[config.mk]
export PLATFORM = sky130hd
export DESIGN_NAME = anton_apb_initiator
export DESIGN_NICKNAME = d
export VERILOG_FILES = /design/src/rtl/anton_apb_initiator_pkg.sv /design/src/rtl/anton_apb_timeout.sv /design/src/rtl/anton_apb_initiator.sv
export SDC_FILE = /design/constraint.sdc
export NUM_CORES = 1
export LEC_CHECK = 0
export CORE_MARGIN = 2
export CORE_UTILIZATION = 43
export CTS_CLUSTER_DIAMETER = 50
export DETAILED_ROUTE_END_ITERATION = 8
export GPL_ROUTABILITY_DRIVEN = 0
export HOLD_SLACK_MARGIN = 0.1
export PLACE_DENSITY = 0.79
export SLEW_MARGIN = 25
export SYNTH_ARGS = -nofsm -noshare
export SYNTH_HDL_FRONTEND = slang
export SYNTH_HIERARCHICAL = 1
export SYNTH_SLANG_ARGS = --single-unit
[constraint.sdc]
create_clock -name apbPclk -period 3.1 [get_ports apbPclk]
set_clock_uncertainty 0.15 [all_clocks]
set_input_delay 0.62 -clock apbPclk [delete_from_list [all_inputs] [get_ports apbPclk]]
set_output_delay 0.62 -clock apbPclk [all_outputs]
set_load 0.05 [all_outputs]
[src/rtl/anton_apb_initiator_pkg.sv]
// Shared types and constants for the APB initiator.
package anton_apb_initiator_pkg;

    // Bus phase of the initiator; encodings are fixed so other blocks can decode them.
    typedef enum logic [1:0] {
        APB_INIT_IDLE   = 2'd0,
        APB_INIT_SETUP  = 2'd1,
        APB_INIT_ACCESS = 2'd2
    } apbInitState_t;

    localparam int APB_TIMEOUT_DEFAULT = 255;

    // Wait counter must hold the value timeoutCycles itself; never narrower than 1 bit.
    function automatic int waitCntWidth(input int timeoutCycles);
        return (timeoutCycles < 2) ? 1 : $clog2(timeoutCycles + 1);
    endfunction

endpackage

[src/rtl/anton_apb_timeout.sv]
// Wait-state counter for the APB initiator: cleared when a transfer is set up,
// incremented on every ACCESS cycle without apbPready, flags when LIMIT is reached.
module anton_apb_timeout #(
    parameter int LIMIT     = 255,
    parameter int CNT_WIDTH = 8
) (
    input  logic apbPclk,
    input  logic apbPresern,
    input  logic cntClr,
    input  logic cntInc,
    output logic expired
);

    logic [CNT_WIDTH-1:0] waitCnt;

    // Wait counter: clear has priority over increment.
    always_ff @(posedge apbPclk or negedge apbPresern) begin
        if (!apbPresern) begin
            waitCnt <= '0;
        end else if (cntClr) begin
            waitCnt <= '0;
        end else if (cntInc) begin
            waitCnt <= waitCnt + 1'b1;
        end
    end

    assign expired = (waitCnt == CNT_WIDTH'(LIMIT));

endmodule

[src/rtl/anton_apb_initiator.sv]
// APB3 initiator: one valid/ready request becomes one APB transfer, with wait
// states, PSLVERR capture and an optional stuck-transfer timeout.
//
// state           | meaning
// ----------------+----------------------------------------------
// APB_INIT_IDLE   | no transfer, request accepted when reqValid
// APB_INIT_SETUP  | PSEL high, address/control on the bus
// APB_INIT_ACCESS | PSEL+PENABLE high, waiting for apbPready
module anton_apb_initiator
    import anton_apb_initiator_pkg::*;
#(
    parameter int ADDR_WIDTH     = 16,
    parameter int DATA_WIDTH     = 8,
    parameter int TIMEOUT_CYCLES = APB_TIMEOUT_DEFAULT
) (
    input  logic                  apbPclk,
    input  logic                  apbPresern,
    input  logic                  reqValid,
    output logic                  reqReady,
    input  logic                  reqWrite,
    input  logic [ADDR_WIDTH-1:0] reqAddr,
    input  logic [DATA_WIDTH-1:0] reqWData,
    output logic                  rspValid,
    output logic [DATA_WIDTH-1:0] rspRData,
    output logic                  rspError,
    output logic                  rspTimeout,
    output logic                  apbPselx,
    output logic                  apbPenable,
    output logic                  apbPwrite,
    output logic [ADDR_WIDTH-1:0] apbPaddr,
    output logic [DATA_WIDTH-1:0] apbPwData,
    input  logic [DATA_WIDTH-1:0] apbPrData,
    input  logic                  apbPready,
    input  logic                  apbPslverr
);

    apbInitState_t state, nextState;
    logic accept, complete, abort, cntClr, cntInc, timeoutHit;

    assign reqReady = (state == APB_INIT_IDLE);

    // State register.
    always_ff @(posedge apbPclk or negedge apbPresern) begin
        if (!apbPresern) begin
            state <= APB_INIT_IDLE;
        end else begin
            state <= nextState;
        end
    end

    // Next-state decode; apbPready wins over the timeout in the same cycle.
    always_comb begin
        nextState = state;
        accept    = 1'b0;
        complete  = 1'b0;
        abort     = 1'b0;
        cntClr    = 1'b0;
        cntInc    = 1'b0;
        unique case (state)
            APB_INIT_IDLE: begin
                if (reqValid) begin
                    nextState = APB_INIT_SETUP;
                    accept    = 1'b1;
                    cntClr    = 1'b1;
                end
            end
            APB_INIT_SETUP: begin
                nextState = APB_INIT_ACCESS;
            end
            APB_INIT_ACCESS: begin
                if (apbPready) begin
                    nextState = APB_INIT_IDLE;
                    complete  = 1'b1;
                end else if (timeoutHit) begin
                    nextState = APB_INIT_IDLE;
                    abort     = 1'b1;
                end else begin
                    cntInc = 1'b1;
                end
            end
            default: begin
                nextState = APB_INIT_IDLE;
            end
        endcase
    end

    generate
        if (TIMEOUT_CYCLES != 0) begin : gTimeout
            anton_apb_timeout #(
                .LIMIT    (TIMEOUT_CYCLES),
                .CNT_WIDTH(waitCntWidth(TIMEOUT_CYCLES))
            ) uTimeout (
                .apbPclk   (apbPclk),
                .apbPresern(apbPresern),
                .cntClr    (cntClr),
                .cntInc    (cntInc),
                .expired   (timeoutHit)
            );
        end else begin : gNoTimeout
            logic unusedCntCtrl;
            assign unusedCntCtrl = cntClr ^ cntInc;
            assign timeoutHit    = 1'b0;
        end
    endgenerate

    // Registered bus outputs and response; bus fields hold their last value in IDLE.
    always_ff @(posedge apbPclk or negedge apbPresern) begin
        if (!apbPresern) begin
            apbPselx   <= 1'b0;
            apbPenable <= 1'b0;
            apbPwrite  <= 1'b0;
            apbPaddr   <= '0;
            apbPwData  <= '0;
            rspValid   <= 1'b0;
            rspRData   <= '0;
            rspError   <= 1'b0;
            rspTimeout <= 1'b0;
        end else begin
            apbPselx   <= (nextState != APB_INIT_IDLE);
            apbPenable <= (nextState == APB_INIT_ACCESS);
            rspValid   <= complete | abort;
            if (accept) begin
                apbPwrite <= reqWrite;
                apbPaddr  <= reqAddr;
                apbPwData <= reqWData;
            end
            if (complete) begin
                rspRData   <= apbPwrite ? '0 : apbPrData;
                rspError   <= apbPslverr;
                rspTimeout <= 1'b0;
            end else if (abort) begin
                rspRData   <= '0;
                rspError   <= 1'b1;
                rspTimeout <= 1'b1;
            end
        end
    end

endmodule
---- Word level (Yosys, flattened, before mapping) ----
Cells that the tools add are included.
cells by class
  $add $sub $neg .......................... 1
  equal/unequal tests ..................... 4
  mux-type cells .......................... 22
  bitwise logic cells ..................... 1
  reduce and logical (&&, ||, !) cells .... 4
operator list
  cell                                                  count
  two-way mux 8 bit                                     5
  two-way mux 1 bit                                     13
  adder 8 x 1 -> 8 bit (second input constant)          1
  equality test 8 bit (second input constant)           1
  two-way mux 2 bit                                     3
  case mux 2 bit (3 select lines)                       1
  nonzero test 2 bit                                    3
  equality test 2 bit (second input constant)           2
  equality test 2 x 1 -> 1 bit (second input constant)  1
  zero test 2 bit                                       1
  OR 1 bit                                              1
storage, ports and cells
  register bits ........................... 48
  input port bits ......................... 38
  output and inout bits ................... 39
  word-level logic and storage cells ...... 43

---- Longest topological paths before layout ----
  depth in word-level cells ............... 6
  gate-level depth with buffers ........... 8
  gate-level depth less buffers ........... 7

---- Modules after synthesis ----
The synthesis kept the hierarchy.
by module, submodules not included
  module               instances  cells each  area an instance (µm²)
  anton_apb_initiator  1          93          1,582.8
  anton_apb_timeout    1          39          396.6

---- Least setup slack after synthesis ----
OpenSTA, ideal clock, no wires.
  kind .................................... reg-to-reg
  from .................................... register gTimeout.uTimeout.waitCnt[0]
  to ...................................... register gTimeout.uTimeout.waitCnt[5]
  setup time .............................. 78 ps
  data arrival time ....................... 1,969 ps
  data required time ...................... 2,872 ps
  setup slack ............................. 904 ps
  stages on the path, launching flop included .. 9
  cells stage by stage .................... dfrtp_1 > ha_1 > nand3_1 > nor2_1 > nor4b_1 > buf_4 > nand4_4 > or3_1 > a21oi_1
between the ends
  cells in the longest elaborated chain, start to end .. 5
  elaborated cells between the ends (all ways) .. 8
  those cells by class .................... 1 x add/sub; 1 x eq/ne; 5 x mux; 1 x reduce/logical
RTL lines
  item                          line                       source
  start, declared               anton_apb_timeout.sv:14    logic [CNT_WIDTH-1:0] waitCnt;
  start signal, assigned        anton_apb_timeout.sv:23    waitCnt <= waitCnt + 1'b1;
  equality test 8 bit           anton_apb_timeout.sv:27    assign expired = (waitCnt == CNT_WIDTH'(LIMIT));
  net timeoutHit                anton_apb_initiator.sv:38  logic accept, complete, abort, cntClr, cntInc, timeoutHit;
  two-way mux 1 bit             anton_apb_initiator.sv:74  end else if (timeoutHit) begin
  two-way mux 1 bit             anton_apb_initiator.sv:71  if (apbPready) begin
  two-way mux 1 bit             anton_apb_initiator.sv:59  unique case (state)
  net cntInc                    anton_apb_initiator.sv:38
  nonzero test 2 bit (no line)  -
The timed path passes the listed nets, and every way through them passes these cells. The select of a mux whose other input is x is not followed.
A chain may end at the register's enable or synchronous reset.

---- Final worst setup path ----
  from .................................... register state[1]
  to ...................................... output reqReady
between the ends
  cells in the longest elaborated chain, start to end .. 1
RTL lines
  item                    line                       source
  start, declared         anton_apb_initiator.sv:37  apbInitState_t state, nextState;
  start signal, assigned  anton_apb_initiator.sv:47  state <= nextState;
  zero test 2 bit         anton_apb_initiator.sv:40  assign reqReady = (state == APB_INIT_IDLE);
  end, declared           anton_apb_initiator.sv:19  output logic reqReady,
Every way passes these cells.

==> results.py <==
metrics = {
    "outcome": {
        "status": "finished clean",
    },
    "clock_tree": {
        "cts_buffer_depth": 2,
        "post_cts_resized": 0,
        "cts_made_buffers": 5,
        "cts_hold_buf": 0,
        "clkLatencyLatePin_ns": 0.29,
        "cts_tree": "done",
        "cts.htree.levels": 2,
        "clock-root-buffer": "clkbuf_8",
        "clk_pin_slew_ns": 0.08,
        "clock_sinks": 48,
        "post-cts-setup-buffer-count": 0,
    },
    "floorplan": {
        "placeableCoreArea_um2": 4380,
        "die_area_um2": 5160,
        "core.rowCount": 24,
        "die_x_um": 71.8,
        "initial_core_util": 0.451,
        "die_h_um": 71.8,
        "pin_count": 77,
    },
    "setup_path": {
        "path_cells": "nor2_2 -> clkdlybuf4s50_1",
        "critPathCaptureType": "output pin",
        "cp_num_cells": 2,
        "required_ns": 2.33,
        "start_kind": "flip-flop",
        "crit_family": "buffers and inverters",
        "critical-path-max-stage-delay_ns": 0.82,
        "cp.arrival_ns": 1.69,
        "reg2regPathDepth": 8,
        "critPathKind": "reg -> out",
        "path_max_fanout": 4,
        "worst_path_max_delay_cell": "clkdlybuf4s50_1",
        "crit_buf_inv": 1,
    },
    "synth": {
        "synth_nets": 171,
        "synth-compound-area-share": 0.0721,
        "synthAdderAreaFrac": 0.00632,
        "syn_area_um2": 1980,
        "synth_xor_area_frac": 0.0177,
        "synth.area.mux_share": 0.181,
        "ys_ff_latch": 48,
        "ys_types": 32,
        "synth_top_area_share": 0.607,
        "yosysTopAreaCell": "dfrtp_1",
        "yosys.area_share.simple": 0.0777,
        "synth.yosys.seq_area_share": 0.607,
        "ys_warn_count": 6,
        "avgSynthCellArea_um2": 15.0,
        "syn-instance-count": 132,
        "synth_top_family_by_area": "multiplexers",
        "synthTopCellsByArea": "dfrtp_1, mux2_4, mux2_2",
    },
    "timing": {
        "holdWs_ns": 0.167,
        "fin_crit_ns": 2.46,
        "rsz0062_at_grt": "no",
        "maxSlewViolCount": 0,
        "final_hold_viol_count": 0,
        "setup-tns-final_ns": 0,
        "fmax_mhz": 407,
        "post-route-period-util": 0.793,
        "setup_viol": 0,
        "slew_headroom": 0.608,
        "tightest_slew_ns": 0.589,
    },
    "routing": {
        "drtIter0Drc": 90,
        "drc": 0,
        "firstDrtPassIters": 4,
        "wl_mm": 4.03,
        "ant_nets": 0,
        "routed-via-count": 1332,
        "viasPerCell": 5.08,
        "wire_per_inst_um": 15.4,
    },
    "pwr": {
        "power_switching_mw": 1.52,
        "pwr-share-comb": 0.584,
        "intPower_mw": 1.80,
        "p_per_area_nw_per_um2": 1170,
        "switching_share": 0.457,
        "ir_drop_uv": 747,
        "p_leak_nw": 1.25,
        "clkPwrFrac": 0.103,
        "p_seq_frac": 0.313,
    },
    "grt": {
        "grt_max_degree": 49,
        "track_usage": 0.167,
        "overflow": 0,
        "grt_pass1_vias": 1450,
        "grt_pass1_wl_mm": 6.65,
        "antenna_found_initial": 0,
    },
    "placement": {
        "io_buffers": 76,
        "dp_hpwl_mm": 2.96,
        "post-place-cells": 255,
    },
    "layout": {
        "fin_nets": 249,
        "syn_to_final_growth_pct": 42.5,
        "drive_gt1_frac": 0.176,
        "finalNonFillerCells": 262,
        "n_antenna_cell": 0,
    },
    "run": {
        "maxCapViolations": 0,
    },
    "min_path": {
        "hp-class": "in -> async",
    },
}
## final timing paths
kind                                              start                           end  slack (ns)
min reg2reg                                 rspRData[0]                   rspRData[0]        0.36
max reg2reg                gTimeout.uTimeout/waitCnt[0]  gTimeout.uTimeout/waitCnt[7]        0.92
max in group asynchronous                    apbPresern                      rspValid        2.23
min in group apbPclk                        rspRData[0]                   rspRData[0]        0.36
min                                          apbPresern                   apbPaddr[4]        0.17
max                                            state[1]                      reqReady        0.64
## cell usage after synthesis (all sizes together)
library cell / number
dfrtp: 48
mux2: 25
a22o: 8
nor2: 7
buf: 6
a21oi: 5
o21ai: 4
nand2: 3
nand3: 3
nand4: 3
or3: 3
xor2: 3
a21o: 2
and2: 2
inv: 2
and2b: 1
and3b: 1
ha: 1
mux2i: 1
nor4b: 1
o22a: 1
or2: 1
xnor2: 1
## layout make-up
class / instances / area [um^2]
flip-flops and latches: 48 / 1200
multi-input cells: 76 / 703
well taps: 52 / 65.1
inverters: 2 / 7.51
fillers: 302 / 1560
clock buffers: 6 / 72.6
clock inverters: 1 / 5.00
repair buffers: 77 / 766
## metal layers
layer,track usage,share of wire
met1,0.198,0.41
met5,0,0
met4,0.0671,0.013
met2,0.283,0.51
met3,0.0492,0.070
## per-stage QoR
step                      setup slack [ns]  total power, mW   util  area, um^2
after floorplan                      0.904             2.39      -        1980
after global placement               0.652             2.96  0.625        2740
after detailed placement             0.605             3.00  0.625        2740
after CTS                            0.626             3.35  0.643        2820
after global routing                 0.589             3.47  0.643        2820
final                                0.641             3.31  0.643        2820
## flip-flops by register name (all words and copies together), names as in the netlist, 2 cells and up
| signal | cells |
|---|---|
| apbPaddr | 16 |
| apbPwData | 8 |
| gTimeout.uTimeout/waitCnt | 8 |
| rspRData | 8 |
| state | 2 |
## power groups by stage
stage                     registers, mW  clock network [mW]  logic, mW
final                              1.04               0.342       1.93
after global routing               1.07               0.384       2.01
after CTS                          1.04               0.354       1.96
after floorplan                    1.85                   0      0.539
after detailed placement           1.05                   0       1.95
after global placement             1.03                   0       1.92
## logic make-up after synthesis
family	count (synthesis)
compound gates	20
mux	26
simple gates	25
buf+inv	8
fa+ha+maj	1
flops	48
xor+xnor	4
## placed cells by master (no fill, tap or decap), types with 2 or more instances in the layout
master	Yosys	routed
buf_4	1	2
a21oi_1	5	5
mux2_4	18	18
nor2_1	6	6
mux2_2	7	7
clkdlybuf4s50_1	0	75
nand3_1	3	3
a21o_1	2	2
dfrtp_1	48	48
nand2_1	3	3
clkbuf_8	0	5
nand4_1	2	2
or3_1	3	3
a22o_1	8	8
xor2_1	3	3
o21ai_0	3	3
inv_1	2	2
## worst reg2reg max path, cell delays in order (launching register included)
cell	delay, ns
dfrtp_1	0.44
ha_1	0.26
nand3_1	0.10
nor2_1	0.08
nor4b_1	0.25
buf_4	0.22
nand4_4	0.14
or3_1	0.33
a21oi_1	0.15
No activity file was read; power rests on OpenSTA's default activity.
